## src/rtl/sr_pkg.sv

```systemverilog
// Shared types and helpers for the sr_deser shift-register deserializer family.
//   sr_state_e      : alignment FSM states
//   sr_width()      : bit width needed to hold values 0..n-1 (never less than 1)
//   DefaultSyncWord : default alignment pattern
package sr_pkg;

  typedef enum logic [0:0] {
    HUNT,
    LOCKED
  } sr_state_e;

  localparam logic [15:0] DefaultSyncWord = 16'hF628;

  function automatic int unsigned sr_width(input int unsigned n);
    return (n <= 1) ? 1 : $clog2(n);
  endfunction

endpackage

```

## src/rtl/sr_fifo2.sv

```systemverilog
// Two-entry first-word-fall-through ready/valid buffer.
//   clk_i, rst_ni : clock, asynchronous active-low reset
//   push_i/data_i : write request and word; ignored when full unless a pop
//                   happens in the same cycle
//   data_o        : head word (zero while empty)
//   valid_o       : head word valid
//   ready_i       : downstream accepts head
//   full_o        : both entries occupied
module sr_fifo2 #(
  parameter int unsigned Width = 16
) (
  input  logic             clk_i,
  input  logic             rst_ni,
  input  logic             push_i,
  input  logic [Width-1:0] data_i,
  output logic [Width-1:0] data_o,
  output logic             valid_o,
  input  logic             ready_i,
  output logic             full_o
);

  logic [Width-1:0] mem_q [2];
  logic             rd_ptr_q, wr_ptr_q;
  logic [1:0]       count_q;
  logic             pop, push_ok;

  always_comb begin
    valid_o = (count_q != 2'd0);
    full_o  = (count_q == 2'd2);
    data_o  = valid_o ? mem_q[rd_ptr_q] : '0;
    pop     = valid_o & ready_i;
    // When full, a same-cycle pop frees the slot the push overwrites.
    push_ok = push_i & (~full_o | pop);
  end

  always_ff @(posedge clk_i or negedge rst_ni) begin
    if (!rst_ni) begin
      mem_q[0] <= '0;
      mem_q[1] <= '0;
      rd_ptr_q <= 1'b0;
      wr_ptr_q <= 1'b0;
      count_q  <= 2'd0;
    end else begin
      if (push_ok) begin
        mem_q[wr_ptr_q] <= data_i;
        wr_ptr_q        <= ~wr_ptr_q;
      end
      if (pop) begin
        rd_ptr_q <= ~rd_ptr_q;
      end
      count_q <= count_q + 2'(push_ok) - 2'(pop);
    end
  end

endmodule

```

## src/rtl/sr_deser.sv

```systemverilog
// Serial-to-parallel deserializer: 0..MAX_LANES bits per cycle assembled into
// WORD_W-bit words, with reset phase offset, bit-slip and sync-word alignment.
//   clk, rst_n  : clock, asynchronous active-low reset
//   datain      : serial bits, datain[nbits-1] oldest, datain[0] newest
//   nbits       : valid bit count this cycle (> MAX_LANES treated as 0)
//   align_en    : 1 = hunt for SYNC_WORD before framing, 0 = free-running framing
//   relock      : pulse, return to HUNT
//   bitslip     : pulse, drop the next incoming bit
//   ovf_clr     : pulse, clear ovf
//   dataout     : buffered word, oldest bit in MSB
//   out_valid   : dataout valid
//   out_ready   : downstream accepts
//   locked      : alignment FSM is LOCKED
//   ovf         : sticky, a completed word was dropped on a full buffer
module sr_deser
  import sr_pkg::*;
#(
  parameter int unsigned       WORD_W    = 16,
  parameter int unsigned       MAX_LANES = 2,
  parameter int unsigned       CHANNEL   = 0,
  parameter logic [WORD_W-1:0] SYNC_WORD = WORD_W'(DefaultSyncWord)
) (
  input  logic                                clk,
  input  logic                                rst_n,
  input  logic [MAX_LANES-1:0]                datain,
  input  logic [sr_width(MAX_LANES+1)-1:0]    nbits,
  input  logic                                align_en,
  input  logic                                relock,
  input  logic                                bitslip,
  input  logic                                ovf_clr,
  output logic [WORD_W-1:0]                   dataout,
  output logic                                out_valid,
  input  logic                                out_ready,
  output logic                                locked,
  output logic                                ovf
);

  localparam int unsigned AccW = WORD_W + MAX_LANES - 1;
  localparam int unsigned NbW  = sr_width(MAX_LANES + 1);
  localparam int unsigned CntW = sr_width(WORD_W);
  localparam int unsigned SumW = sr_width(2 * WORD_W);
  localparam logic [CntW-1:0] CntRst = CntW'(CHANNEL % WORD_W);

  logic [AccW-1:0]   acc_q, acc_d;
  logic [CntW-1:0]   cnt_q, cnt_d;
  logic              slip_q, slip_d;
  sr_state_e         state_q, state_d;
  logic              ovf_q, ovf_d;

  logic [NbW-1:0]    nb_eff, k;
  logic              slip_take;
  logic [AccW-1:0]   in_bits;
  logic [SumW-1:0]   sum, rem;
  logic              framing, push, match;
  logic [CntW-1:0]   match_pos;
  logic [WORD_W-1:0] push_word;
  logic              fifo_full;

  always_comb begin
    nb_eff    = (nbits <= NbW'(MAX_LANES)) ? nbits : '0;
    slip_take = slip_q && (nb_eff != '0);
    // A slip drops datain[nbits-1]; the accepted bits are always the low k bits.
    k         = nb_eff - NbW'(slip_take);
    slip_d    = slip_q ? ~slip_take : bitslip;

    in_bits = '0;
    for (int unsigned i = 0; i < MAX_LANES; i++) begin
      if (NbW'(i) < k) in_bits[i] = datain[i];
    end
    acc_d = (acc_q << k) | in_bits;

    sum       = SumW'(cnt_q) + SumW'(k);
    rem       = sum - SumW'(WORD_W);
    push_word = WORD_W'(acc_d >> rem);
    framing   = !align_en || (state_q == LOCKED);

    push      = 1'b0;
    match     = 1'b0;
    match_pos = '0;
    cnt_d     = cnt_q;
    state_d   = state_q;

    if (framing) begin
      if (sum >= SumW'(WORD_W)) begin
        push  = 1'b1;
        cnt_d = CntW'(rem);
      end else begin
        cnt_d = CntW'(sum);
      end
    end else begin
      // Ascending scan: the last hit is the highest index, i.e. the oldest bit.
      for (int unsigned j = 0; j < MAX_LANES; j++) begin
        if (NbW'(j) < k && acc_d[j +: WORD_W] == SYNC_WORD) begin
          match     = 1'b1;
          match_pos = CntW'(j);
        end
      end
    end

    if (relock) begin
      state_d = HUNT;
    end else if (match) begin
      state_d = LOCKED;
      cnt_d   = match_pos;
    end

    ovf_d = (ovf_q & ~ovf_clr) | (push & fifo_full & ~out_ready);
  end

  always_ff @(posedge clk or negedge rst_n) begin
    if (!rst_n) begin
      acc_q   <= '0;
      cnt_q   <= CntRst;
      slip_q  <= 1'b0;
      state_q <= HUNT;
      ovf_q   <= 1'b0;
    end else begin
      acc_q   <= acc_d;
      cnt_q   <= cnt_d;
      slip_q  <= slip_d;
      state_q <= state_d;
      ovf_q   <= ovf_d;
    end
  end

  sr_fifo2 #(
    .Width (WORD_W)
  ) u_fifo (
    .clk_i   (clk),
    .rst_ni  (rst_n),
    .push_i  (push),
    .data_i  (push_word),
    .data_o  (dataout),
    .valid_o (out_valid),
    .ready_i (out_ready),
    .full_o  (fifo_full)
  );

  assign locked = (state_q == LOCKED);
  assign ovf    = ovf_q;

endmodule

```

## config.mk

```make
export PLATFORM = sky130hd
export DESIGN_NAME = sr_deser
export DESIGN_NICKNAME = d
export VERILOG_FILES = /design/src/rtl/sr_pkg.sv /design/src/rtl/sr_fifo2.sv /design/src/rtl/sr_deser.sv
export SDC_FILE = /design/constraint.sdc
export NUM_CORES = 1
export LEC_CHECK = 0
export ABC_AREA = 0
export CELL_PAD_IN_SITES_DETAIL_PLACEMENT = 0
export CELL_PAD_IN_SITES_GLOBAL_PLACEMENT = 1
export CORE_AREA = 2 2 104 106
export DETAILED_ROUTE_END_ITERATION = 10
export DIE_AREA = 0 0 106 108
export GPL_TIMING_DRIVEN = 0
export PLACE_DENSITY = 0.82
export SETUP_SLACK_MARGIN = 0.1
export SLEW_MARGIN = 5
export SYNTH_ARGS = -nofsm -noshare
export SYNTH_HDL_FRONTEND = slang
export SYNTH_HIERARCHICAL = 1
export SYNTH_SLANG_ARGS = --single-unit
```

## constraint.sdc

```tcl
create_clock -name clk -period 3.6 [get_ports clk]
set_clock_uncertainty 0.1 [all_clocks]
set_input_delay 1.08 -clock clk [delete_from_list [all_inputs] [get_ports clk]]
set_output_delay 1.08 -clock clk [all_outputs]
set_load 0.03 [all_outputs]
```

==> results <==
-- critical path, stage by stage --
cell and delay, ns:
buf_8 0.09, inv_8 0.03, ha_4 0.26, nor2b_4 0.04, ha_4 0.27, buf_8 0.11, buf_8 0.10, nand2b_4 0.12
inv_2 0.04, fa_2 0.42, buf_12 0.16, xnor2_4 0.14, buf_6 0.17, buf_4 0.13, mux2i_2 0.14, o21a_1 0.24
a221oi_2 0.32, mux2_4 0.21
-- how the worst min path moves through the flow --
stage	to	cells past startpoint
global route	u_fifo/mem_q[19]	1
floorplan	u_fifo/mem_q[17]	1
CTS	u_fifo/mem_q[19]	1
finish	u_fifo/mem_q[19]	1
detailed placement	u_fifo/mem_q[19]	1
global placement	u_fifo/mem_q[17]	1
-- per-layer routing --
metal / up-vias / global-route usage (%) / part of all wire, %
met2: 188 / 37.24 / 47
met5: - / 0 / 0
met4: 0 / 10.24 / 2.7
li1: 1782 / - / -
met1: 1917 / 32.23 / 44
met3: 44 / 3.918 / 7.2
-- final cells by class --
cell class	instances	area share, %
Inverter	12	0.9428
Clock inverter	6	1.455
Tap cell	136	2.787
Timing Repair Buffer	79	12.91
Clock buffer	10	2.091
Sequential cell	60	24.60
Buffer	26	3.710
Multi-Input combinational cell	340	51.51
-- timing repair --
item | CTS | global route
cloned | 3 | 1
resized for setup | 80 | 44
hold buffers | 0 | 0
setup buffers | 34 | 12
pin swaps | 21 | 17
endpoints found under the setup margin | 51 | 49
-- kinds of logic after synthesis --
group | share of synthesized area [%]
simple gates | 18.12
mux | 24.67
compound gates | 14.08
flops | 34.34
buf+inv | 4.866
xor+xnor | 1.746
fa+ha+maj | 2.175
-- sequential cells by signal, summed over array words and instances (netlist names) --
| register | flops |
|---|---|
| u_fifo/wr_ptr_q | 1 |
| ovf | 1 |
| slip_q | 1 |
| u_fifo/mem_q | 32 |
| u_fifo/count_q | 2 |
| u_fifo/rd_ptr_q | 1 |
| cnt_q | 4 |
| acc_q | 17 |
| locked | 1 |
-- cells in the mapped netlist, types with 4 or more instances --
cell | number | area, sq um
xnor2_1 | 4 | 35.03
ha_1 | 6 | 75.07
mux2_4 | 20 | 300.3
buf_6 | 5 | 56.30
o211ai_1 | 9 | 67.56
nor2b_1 | 8 | 50.05
buf_2 | 11 | 55.05
mux2_2 | 22 | 247.7
a31oi_1 | 11 | 68.82
nor3_1 | 6 | 30.03
a211oi_1 | 5 | 37.54
a21oi_1 | 14 | 70.07
o21ai_1 | 6 | 30.03
or3_1 | 4 | 25.02
o22ai_1 | 5 | 31.28
nor2_1 | 47 | 176.4
nand3_1 | 7 | 35.03
o21a_1 | 4 | 30.03
inv_1 | 10 | 37.54
o21ai_0 | 9 | 45.04
nand2_1 | 30 | 112.6
dfrtp_1 | 60 | 1501
mux2i_1 | 44 | 440.4
nand2b_1 | 13 | 81.33
clkbuf_1 | 7 | 26.28
-- where the power goes --
group / total, mW / internal [mW] / switching [mW]
registers: 1.04 / 0.811 / 0.225
logic: 3.14 / 1.46 / 1.68
clock network: 0.689 / 0.390 / 0.299
==> impl_metrics.toml <==
[route]
drt_iter0_drc = 386
post_drt_via_cell_ratio = 5.876
wl_mm = 13.17
num_vias = 3931
route.antenna.remaining_nets = 0
wl_per_cell_microns = 19.69
drt-pass1-iter-count = 5
route.detailed.drc = 0

[die]
core_area_sq_mm = 0.01023
die_area_sq_mm = 0.01145
io_pins = 30
die_h_microns = 108
dieWidth_microns = 106
start_util_pct = 42.73
fp-row-count = 37

[synthesis]
ys_ff_latch = 60
netlist_area_sq_mm = 0.004372
synth_ff_type = "dfrtp_1"
netlist-cell-type-count = 68
synth-async-reset-ratio_pct = 100.0
synth.net_count = 458
synth_seq_area_share_pct = 34.34
synth-edff-count = 0
syn_inst = 440
syn_avg_cell_area_sq_um = 9.936
yosys_warnings = 6

[sta]
timing_hold_violations_final = 0
rsz0062_at_grt = "true"
worstMarginPinSlew_ns = 0.7934
fin_hold_ws_ns = 0.4104
worst_slack_ns = -0.2711
slew_headroom_pct = 47.11
setup_tns_ns = -5.197
post-route-period-util_pct = 107.5
max_freq_mhz = 258.3
drv_slew = 0
setup_viol = 33
period_needed_ns = 3.871

[cts]
cts_tree = "done"
root_buffer = "clkbuf_8"
cts.clk_slew.worst_paths_ns = 0.08
clock_path_buffers = 2
htree_levels = 3
clock_latency_ns = 0.34
cts_sinks = 60
cts_buffers = 9

[worst_setup_path]
critPathCapture = "u_fifo/mem_q[4]"
r2r_end = "u_fifo/mem_q[4]"
crit_arrival_ns = 4.07
r2r-start = "slip_q"
worstRegToRegCells = 15
critical_path.max_fanout = 5
start_kind = "input port"
rrSetupSlack_ns = 0.36
crit_required_ns = 3.79
crit_start = "nbits[0]"
crit_type = "in -> reg"
cp-end-kind = "flop"

[worst_hold_path]
min_path_type = "reg -> reg"
hp-start = "u_fifo/mem_q[19]"

[run_status]
violations = "setup timing"
outcome = "finished, violations left"

[cells_and_area]
fin_cells = 669
drive_gt1_share_pct = 39.02
multiInputGateArea_sq_mm = 0.003144
layout_common_cells = "dfrtp_1, nor2_1, mux2i_1"
utilization_pct = 59.67
insertedDiodeCount = 0
layout.cells.most_common = "dfrtp_1"
final_area_sq_mm = 0.006105
area_delta_synth_final_pct = 39.64
layout.area.seq_sq_mm = 0.001501
fill_cells = 818
finalNetCount = 546

[global_routing]
grt_pass1_wl_mm = 20.97
overflow = 0
grt_pass1_vias = 3891
track_usage_pct = 23.61
grt_max_degree = 61
grt_antenna_before_repair = 0

[placement]
io_buffers = 29
dp_slack_ns = -1.573
placed_area_sq_mm = 0.004965
gp_congestion = 0.9163
dpl.hpwl_mm = 8.405
place_inst = 605

[job]
max_cap_viol_count = 0

[pwr]
power.density_mw_per_mm2 = 797.4
p_leak_nw = 2.601
power.total_mw = 4.868
ir_drop_mv = 0.5651
Power figures use the tool's default switching activity.
